## src/rtl/mem_arbiter_pkg.sv

```systemverilog
// Shared types for the RAM port arbiter: bus word, RAM handshake state and arbiter FSM state.
package mem_arbiter_pkg;

  localparam int unsigned WORD_W = 32;

  typedef logic [WORD_W-1:0] word_t;

  typedef enum logic [1:0] {
    FREE   = 2'd0,
    BUSY   = 2'd1,
    ACCESS = 2'd2,
    ERROR  = 2'd3
  } ramstate_t;

  typedef enum logic [1:0] {
    IDLE  = 2'd0,
    DATA  = 2'd1,
    INSTR = 2'd2
  } arb_state_t;

endpackage

```

## src/rtl/mem_arbiter.sv

```systemverilog
// Single RAM port shared by the data path and two instruction fetch ports.
// Data normally wins; fetches are round-robin; a starve counter forces a fetch slot.
module mem_arbiter
  import mem_arbiter_pkg::*;
#(
  parameter int unsigned STARVE_LIMIT = 4
) (
  input  logic            CLK,
  input  logic            nRST,
  input  logic            dREN,
  input  logic            dWEN,
  input  word_t           daddr,
  input  word_t           dstore,
  output logic            dwait,
  output word_t           dload,
  input  logic [1:0]      iREN,
  input  word_t [1:0]     iaddr,
  output logic [1:0]      iwait,
  output word_t [1:0]     iload,
  output logic            ramREN,
  output logic            ramWEN,
  output word_t           ramaddr,
  output word_t           ramstore,
  input  word_t           ramload,
  input  ramstate_t       ramstate
);

  localparam int unsigned CNT_W = $clog2(STARVE_LIMIT + 1);

  arb_state_t       state, state_next;
  logic             gnt_core, gnt_core_next;
  logic             rr_ptr, rr_ptr_next;
  logic [CNT_W-1:0] starve_cnt, starve_cnt_next;

  logic d_req, i_any, starved, pick;

  assign d_req   = dREN | dWEN;
  assign i_any   = |iREN;
  assign starved = (starve_cnt == CNT_W'(STARVE_LIMIT));
  // Both cores asking: honour the round-robin pointer; otherwise the lone requester.
  assign pick    = (&iREN) ? rr_ptr : iREN[1];

  always_ff @(posedge CLK or negedge nRST) begin
    if (!nRST) begin
      state      <= IDLE;
      gnt_core   <= 1'b0;
      rr_ptr     <= 1'b0;
      starve_cnt <= '0;
    end else begin
      state      <= state_next;
      gnt_core   <= gnt_core_next;
      rr_ptr     <= rr_ptr_next;
      starve_cnt <= starve_cnt_next;
    end
  end

  always_comb begin
    state_next      = state;
    gnt_core_next   = gnt_core;
    rr_ptr_next     = rr_ptr;
    starve_cnt_next = starve_cnt;
    ramREN          = 1'b0;
    ramWEN          = 1'b0;
    ramaddr         = '0;
    ramstore        = '0;
    dwait           = 1'b1;
    iwait           = 2'b11;
    dload           = '0;
    iload           = '0;

    case (state)
      IDLE: begin
        if (starved && i_any) begin
          state_next    = INSTR;
          gnt_core_next = pick;
        end else if (d_req) begin
          state_next    = DATA;
        end else if (i_any) begin
          state_next    = INSTR;
          gnt_core_next = pick;
        end
      end

      DATA: begin
        ramaddr  = daddr;
        ramstore = dstore;
        ramWEN   = dWEN;
        ramREN   = dREN & ~dWEN;
        if (!d_req) begin
          state_next = IDLE;
        end else if (ramstate == ACCESS) begin
          dwait      = 1'b0;
          dload      = ramload;
          state_next = IDLE;
          if (i_any) begin
            starve_cnt_next = starved ? starve_cnt : starve_cnt + CNT_W'(1);
          end else begin
            starve_cnt_next = '0;
          end
        end
      end

      INSTR: begin
        ramaddr = iaddr[gnt_core];
        // Losing the request mid-flight drops the enable and abandons the slot.
        if (!iREN[gnt_core]) begin
          state_next = IDLE;
        end else begin
          ramREN = 1'b1;
          if (ramstate == ACCESS) begin
            iwait[gnt_core] = 1'b0;
            iload[gnt_core] = ramload;
            rr_ptr_next     = ~gnt_core;
            starve_cnt_next = '0;
            state_next      = IDLE;
          end
        end
      end

      default: state_next = IDLE;
    endcase
  end

endmodule

```

## config.mk

```make
export PLATFORM = sky130hd
export DESIGN_NAME = mem_arbiter
export DESIGN_NICKNAME = d
export VERILOG_FILES = /design/src/rtl/mem_arbiter_pkg.sv /design/src/rtl/mem_arbiter.sv
export SDC_FILE = /design/constraint.sdc
export NUM_CORES = 1
export LEC_CHECK = 0
export ABC_AREA = 1
export CORE_AREA = 2 2 129 131
export DETAILED_ROUTE_END_ITERATION = 10
export DIE_AREA = 0 0 131 133
export HOLD_SLACK_MARGIN = 0.12
export PLACE_DENSITY = 0.62
export SYNTH_ARGS = -nofsm -noshare
export SYNTH_HDL_FRONTEND = slang
export SYNTH_SLANG_ARGS = --single-unit
```

## constraint.sdc

```tcl
create_clock -name CLK -period 6.1 [get_ports CLK]
set_input_delay 1.83 -clock CLK [delete_from_list [all_inputs] [get_ports CLK]]
set_output_delay 1.83 -clock CLK [all_outputs]
set_load 0.01 [all_outputs]
```

# Word-level counts from Yosys, hierarchy flattened

Cells that the tools add are included.

Register bits: 7
Input bits: 168
Logic and storage cells: 77
Output and inout bits: 165

Reductions and logical operators: 10
Eq/ne operators: 11
Multiplexer cells: 43
Add/subtract/negate cells: 1
Order comparisons: 2
Bitwise gates (word level): 6

Operators by type and width:

| operator                                                              | number |
|---|---|
| 32-bit 2-to-1 mux                                                     | 7 |
| 64-bit 2-to-1 mux                                                     | 3 |
| 64-bit bitwise AND                                                    | 1 |
| 32-bit case mux with 2 select lines                                   | 1 |
| 32-bit demux with 1-bit select                                        | 1 |
| 2-bit 2-to-1 mux                                                      | 9 |
| 3-bit 2-to-1 mux                                                      | 6 |
| 1-bit 2-to-1 mux                                                      | 12 |
| 2-bit != test, second input constant                                  | 4 |
| 2-bit case mux with 3 select lines                                    | 1 |
| 3-bit case mux with 2 select lines                                    | 1 |
| 3-bit AND reduction                                                   | 2 |
| 6-bit AND reduction                                                   | 1 |
| 2-bit equality test, second input constant                            | 2 |
| 4-bit != test, second input constant                                  | 1 |
| 2-bit nonzero test                                                    | 2 |
| 3-bit by 1-bit adder with 3-bit output, second input constant         | 1 |
| 3-bit equality test, second input constant                            | 1 |
| 3-bit != test, second input constant                                  | 1 |
| 2-bit by 1-bit equality test with 1-bit output, second input constant | 1 |
| 1-bit logical AND                                                     | 2 |
| 2-bit logical NOT                                                     | 1 |
| 1-bit by 2-bit < comparator with 1-bit output, second input constant  | 1 |
| 2-bit by 1-bit != test with 1-bit output, second input constant       | 1 |
| 9 further kinds                                                       | 10 |

# Depth between registers and ports, before layout

Gate-level depths: netlist of the first run.

Depth after elaboration: 8
Mapped depth: 10
Gate-level depth less buffers: 10

# Worst setup path after synthesis of the first run

Ideal clock, no wire load.

Path kind: input to output
Start: input port ramstate[1]
End: output port dload[10]
Path buffers: 1
Data required time: 4.270 ns
Arrival: 2.767 ns
Setup slack: 1.503 ns
Cell stages on the path: 5
Cell sequence: inv_1 nor2_1 nand3_1 clkbuf_1 nor2_1

Longest elaborated chain between the ends: 4

RTL lines:

| what                | RTL line          | RTL |
|---|---|---|
| start: declaration  | mem_arbiter.sv:25 | `input ramstate_t ramstate` |
| 2-bit equality test | mem_arbiter.sv:91 | `end else if (ramstate == ACCESS) begin` |
| 32-bit 2-to-1 mux   | mem_arbiter.sv:91 |  |
| 32-bit 2-to-1 mux   | mem_arbiter.sv:89 | `if (!d_req) begin` |
| 32-bit 2-to-1 mux   | mem_arbiter.sv:71 | `case (state)` |
| end: declaration    | mem_arbiter.sv:15 | `output word_t dload,` |

No other way between the ends.

==> flow_summary_export.csv, run 1 <==
group,metric,value,unit
outcome,status,"finished clean",
timing,finalSetupViolations,0,
finish,nets,969,
detailed_routing,num_vias,3927,
timing,worst_pin_slew,0.587,ns
clocking,path_clk_slew,0.04,ns
setup_path,cp-startpoint,"iREN[0]",
timing,period_needed,5.72,ns
timing,fin_tns_setup,0,ns
finish,final_util,35.7,%
grt,antenna_found_initial,0,
die,die_w,131,um
grt,grt_pass1_vias,3797,
timing,slew_violations,0,
setup_path,critPathMaxFanout,33,
timing,final_hold_viol_count,0,
clocking,cts_inserted_buffers,3,
logic_synthesis,yosysSeqAreaShare,8.08,%
clocking,clock_latency,0.24,ns
setup_path,slowest_stage,"clkdlybuf4s50_1",
logic_synthesis,syn_inst,478,
finish,layout.cells.non_filler,1014,
worst_hold_path,hp-class,"register to register",
timing,maxSlewHeadroom,60.9,%
place,portBuffers,332,
setup_path,crit_chain,"clkdlybuf4s50_1 -> inv_1 -> nand2_2 -> nand3_2 -> nor3_4 -> nand2_2 -> buf_4 -> nor2_1 -> clkdlybuf4s50_1",
setup_path,worst-r2r-cell-count,9,
clocking,post_cts.repair.setup_buffers,0,
setup_path,critical_path_arrival,3.89,ns
setup_path,crit_cells,9,
logic_synthesis,syn_area,2170,sq um
place,dpl.cell_count,1010,
logic_synthesis,yosys-top-cells-count,"nor2_1 (167), nand2_1 (100), inv_1 (81)",
worst_hold_path,holdCritStartpoint,"starve_cnt[1]$_DFFE_PN0P_",
place,place_congestion,0.786,
grt,overflow,0,
setup_path,worstPathRequired,4.27,ns
clocking,cts_hold_buf,0,
logic_synthesis,synth_edf_count,0,
finish,fillers,1736,
pwr,ir_drop,0.137,mV
grt,grt_util_all_layers,14.7,%
timing,period_share,93.8,%
pwr,leakage,2.64,nW
timing,timing.final.ws_setup,0.378,ns
logic_synthesis,synthArstFlopShare,100,%
logic_synthesis,ys_ff_latch,7,
logic_synthesis,synthFlopType,"dfrtp_1",
logic_synthesis,ys_warn_count,0,
detailed_routing,post-route-drc-count,0,
setup_path,critPathTopFamily,"buffers and inverters",
finish,drive_above_1_share,2.64,%
detailed_routing,firstDrtPassIters,4,
finish,area_growth,166,%
grt,grt_pass1_wl,20100,um
finish,antenna_cells,0,
logic_synthesis,synth.avg_cell_area,4.54,sq um
clocking,cts_sinks,7,
die,die_area,17400,sq um
setup_path,cp.buffers_inverters,4,
logic_synthesis,netlist.area_leader.share,28.9,%
die,core_area,16200,sq um
clocking,cts_max_level,1,
detailed_routing,dr.first_iter.drc_count,116,
place,hpwl,11500,um
logic_synthesis,yosysMostFrequentCell,"nor2_1",
timing,skew,0.000601,ns
logic_synthesis,yosys.area.top_type,"nor2_1",
detailed_routing,avgViaCountPerCell,3.87,
pwr,powerDensity,245,nW/um^2
detailed_routing,wl_per_cell,13.4,um
logic_synthesis,synth.area.top_cells,"nor2_1 (29%), nand2_1 (17%), inv_1 (14%), dfrtp_1 (8.1%), o21ai_0 (7.8%)",
clocking,clock_path_buffers,2,
run,cap_violations,0,
clocking,cts_resized,0,
die,die_h,133,um
clocking,root_buffer,"clkbuf_16",
logic_synthesis,synth.distinct_cells,24,
detailed_routing,ant_nets,0,
grt,grt_max_degree,35,
timing,rsz0062_at_grt,"no",
die,num_rows,47,
timing,max_clock_freq,175,MHz
place,pre_cts_slack,0.332,ns
die,start_util,13.4,%
logic_synthesis,synth_nets,652,
clocking,cts_tree,"yes",
worst_hold_path,whs_path_depth,2,
setup_path,slowest_delay,0.54,ns
setup_path,setup.worst_path.start_class,"input pin",
setup_path,worstSetupPathType,"input pin to output pin",
setup_path,end_kind,"output pin",
detailed_routing,wl,13600,um
setup_path,reg2reg_from,"state[0]$_DFFE_PN0P_",
die,ios,333,
-- worst register-to-register path, cell delays in order, from the launching register on --
cell and delay, ns:
dfrtp_1 0.39, inv_1 0.10, ha_1 0.29, clkinv_1 0.07, buf_4 0.35, nand2_1 0.09, nand2_1 0.13, nand3_1 0.14
nand2_1 0.09, nand2_1 0.05
-- layer usage --
metal	share of wire, %	wire [um]	global-route usage [%]	up-vias
met4	1.7	237	3.37	0
met2	52	7080	28.7	224
li1	-	-	-	2039
met5	0	0	0	-
met1	36	4900	15.5	1647
met3	10	1380	3.40	17
-- final timing paths --
path / endpoint / slack [ns]
min in group asynchronous: rr_ptr$_DFFE_PN0P_ / 1.88
min reg2reg: starve_cnt[1]$_DFFE_PN0P_ / 0.52
max in group asynchronous: starve_cnt[0]$_DFFE_PN0P_ / 3.95
max reg2reg: starve_cnt[1]$_DFFE_PN0P_ / 4.28
min: starve_cnt[1]$_DFFE_PN0P_ / 0.52
max: iload[10] / 0.38
-- power by group --
group          switching, mW  leakage (nW)  internal [mW]
Combinational          0.648          2.51          0.566
Clock                 0.0288        0.0382         0.0873
Sequential            0.0204        0.0881         0.0665
Total                  0.697          2.64          0.720
-- layout make-up --
cell class / instances / area [sq um] / share of cell area [%]
Multi-Input combinational cell: 358 / 1540 / 26.6
Timing Repair Buffer: 342 / 3400 / 58.8
Clock buffer: 4 / 78.8 / 1.36
Sequential cell: 7 / 175 / 3.03
Tap cell: 220 / 275 / 4.76
Inverter: 83 / 312 / 5.39
-- metrics by stage --
step	power, mW	area (sq um)	hold slack [ns]
finish	1.42	5780	0.519
global route	1.55	5780	0.535
CTS	1.45	5780	0.529
detailed placement	1.33	5700	0.512
global placement	1.33	5700	0.486
floorplan	0.681	2170	0.467
-- placed cells by master, fill, tap and decap left out, drive strengths merged, types with 4 or more instances in the layout --
cell type | netlist | layout
o21ai | 34 | 34
nand3 | 7 | 7
dfrtp | 7 | 7
ha | 6 | 6
nand2 | 103 | 103
a21oi | 33 | 33
clkdlybuf4s50 | 0 | 332
clkbuf | 20 | 4
buf | 10 | 10
inv | 82 | 82
nor2 | 167 | 167
-- state kept, by name (all words and copies together), names as in the netlist --
register / cells
starve_cnt: 3
gnt_core: 1
rr_ptr: 1
state: 2
-- logic make-up (layout without fill, tap and decap cells) --
kind of cell / after synthesis / in the layout / share of synthesized area (%)
AND/OR/NAND/NOR: 283 / 283 / 51.1
AO/OA/AOI/OAI: 68 / 68 / 15.9
buffers and inverters: 113 / 429 / 21.1
adder cells (fa/ha/maj): 6 / 6 / 3.46
XOR/XNOR: 1 / 1 / 0.404
flip-flops: 7 / 7 / 8.08
Power figures use the tool's default switching activity.
==> run 2, diff against run 1 <==
GPL_ROUTABILITY_DRIVEN = 0   (was unset)
==> results of run 2 <==
The final DEF is identical to that of run 1; final timing and power are the same.
==> run 3, diff against run 2 <==
CORE_AREA = 3 3 130 132   (was 2 2 129 131)
DIE_AREA = 0 0 133 135   (was 0 0 131 133)
==> flow_summary_export.csv, run 3 (synthesis results as in run 1) <==
group,metric,value,unit
finish,regMostFlops,"starve_cnt",
timing,maxSlewHeadroom,54.7,%
setup_path,slowest_delay,0.55,ns
setup_path,cp_common_cell,"clkdlybuf4s50_1",
timing,final_hold_viol_count,0,
finish,drive_above_1_share,2.40,%
die,num_rows,46,
setup_path,reg2reg_from,"state[0]$_DFFE_PN0P_",
finish,layout.cells.non_filler,1008,
setup_path,worstSetupPathType,"input pin to output pin",
finish,top_regs,"starve_cnt x3, state x2",
worst_hold_path,hp-class,"register to register",
place,hpwl,11500,um
clocking,cts_max_level,1,
clocking,post_cts.repair.setup_buffers,0,
timing,rsz0062_at_grt,"no",
detailed_routing,wl,13600,um
clocking,root_buffer,"clkbuf_16",
grt,grt_pass1_vias,3596,
setup_path,cp.buffers_inverters,4,
setup_path,crit_cells,9,
finish,nets,967,
setup_path,worst-r2r-cell-count,8,
setup_path,crit_chain,"clkdlybuf4s50_1 -> inv_1 -> nand2_1 -> nand3_2 -> nor3_4 -> nand2_2 -> buf_4 -> nor2_1 -> clkdlybuf4s50_1",
detailed_routing,wl_per_cell,13.5,um
setup_path,slowest_stage,"clkdlybuf4s50_1",
grt,grt_util_all_layers,13.4,%
detailed_routing,avgViaCountPerCell,3.87,
setup_path,endpoint,"iload[51]",
detailed_routing,dr.first_iter.drc_count,126,
place,portBuffers,332,
finish,layout_commonest_cell,"clkdlybuf4s50_1",
die,die_h,135,um
pwr,ir_drop,0.154,mV
finish,layout_common_cells,"clkdlybuf4s50_1 (332), nor2_1 (167), nand2_1 (100), inv_1 (81), o21ai_0 (34)",
die,core_area,15800,sq um
setup_path,worstPathRequired,4.27,ns
setup_path,end_kind,"output pin",
finish,area_growth,166,%
clocking,clock_latency,0.23,ns
clocking,cts_inserted_buffers,3,
grt,overflow,0,
clocking,path_clk_slew,0.04,ns
timing,fin_tns_setup,0,ns
timing,slew_violations,0,
die,die_area,18000,sq um
run,cap_violations,0,
grt,grt_pass1_wl,19700,um
setup_path,r2r_end,"starve_cnt[2]$_DFFE_PN0P_",
pwr,powerDensity,248,nW/um^2
grt,grt_max_degree,52,
clocking,clock_path_buffers,2,
pwr,leakage,2.63,nW
clocking,cts_sinks,7,
finish,antenna_cells,0,
place,dpl.cell_count,1004,
grt,antenna_found_initial,0,
detailed_routing,ant_nets,0,
setup_path,critPathTopFamily,"buffers and inverters",
finish,largest_reg_flops,3,
outcome,status,"finished clean",
timing,period_needed,5.61,ns
die,ios,333,
detailed_routing,num_vias,3901,
timing,finalSetupViolations,0,
clocking,cts_hold_buf,0,
setup_path,r2r_slack,4.01,ns
setup_path,critical_path_arrival,3.78,ns
detailed_routing,firstDrtPassIters,6,
setup_path,critPathMaxFanout,33,
clocking,cts_tree,"yes",
die,start_util,13.7,%
setup_path,setup.worst_path.start_class,"input pin",
detailed_routing,post-route-drc-count,0,
timing,skew,0.00357,ns
timing,max_clock_freq,178,MHz
setup_path,cp-startpoint,"iREN[1]",
timing,worst_pin_slew,0.675,ns
die,die_w,133,um
timing,period_share,92.0,%
clocking,cts_resized,0,
## run 3: cell count changes in the layout (fill, tap and decap cells not counted)
cell / previous run / this run
buf_12: 0 / 1
buf_4: 10 / 7
## run 3: worst min path at each step
stage                                          from                         to  cells past startpoint
after global placement    starve_cnt[1]$_DFFE_PN0P_  starve_cnt[1]$_DFFE_PN0P_                      2
after detailed placement  starve_cnt[1]$_DFFE_PN0P_  starve_cnt[1]$_DFFE_PN0P_                      2
after floorplan           starve_cnt[1]$_DFFE_PN0P_  starve_cnt[1]$_DFFE_PN0P_                      2
after CTS                 starve_cnt[1]$_DFFE_PN0P_  starve_cnt[1]$_DFFE_PN0P_                      2
after global routing      starve_cnt[1]$_DFFE_PN0P_  starve_cnt[1]$_DFFE_PN0P_                      2
final                     starve_cnt[1]$_DFFE_PN0P_  starve_cnt[1]$_DFFE_PN0P_                      2
## run 3: layout make-up
type,instances,area (sq um)
Clock buffer,4,78.8
Inverter,83,312
Fill cell,1707,10100
Tap cell,216,270
Sequential cell,7,175
Timing Repair Buffer,340,3400
Multi-Input combinational cell,358,1540
## run 3: stage by stage
step / utilization (%) / cell area, sq um / hold slack [ns] / power, mW / setup WS [ns]
after floorplan: - / 2170 / 0.467 / 0.681 / 1.50
after global placement: 36.0 / 5690 / 0.486 / 1.34 / 0.532
after detailed placement: 36.0 / 5690 / 0.497 / 1.34 / 0.477
after CTS: 36.5 / 5770 / 0.506 / 1.46 / 0.470
after global routing: 36.5 / 5770 / 0.556 / 1.55 / 0.328
final: 36.5 / 5770 / 0.502 / 1.43 / 0.489
## run 3: per-layer routing
| layer | wire, um | up-vias | global-route usage [%] |
|---|---|---|---|
| met5 | 0 | - | 0 |
| met3 | 1410 | 10 | 4.10 |
| met2 | 6910 | 224 | 25.4 |
| met1 | 5200 | 1630 | 15.1 |
| li1 | - | 2037 | - |
| met4 | 123 | 0 | 1.91 |
## run 3: report_power, final
part / switching, mW / internal [mW] / total (mW)
Combinational: 0.671 / 0.562 / 1.23
Clock: 0.0267 / 0.0872 / 0.114
Sequential: 0.0159 / 0.0665 / 0.0824
## run 3: tightest hold or removal path, delay by kind of cell (launching register included)
kind / cells / cell delay (ns)
AND/OR/NAND/NOR: 2 / 0.11
flip-flops: 1 / 0.35
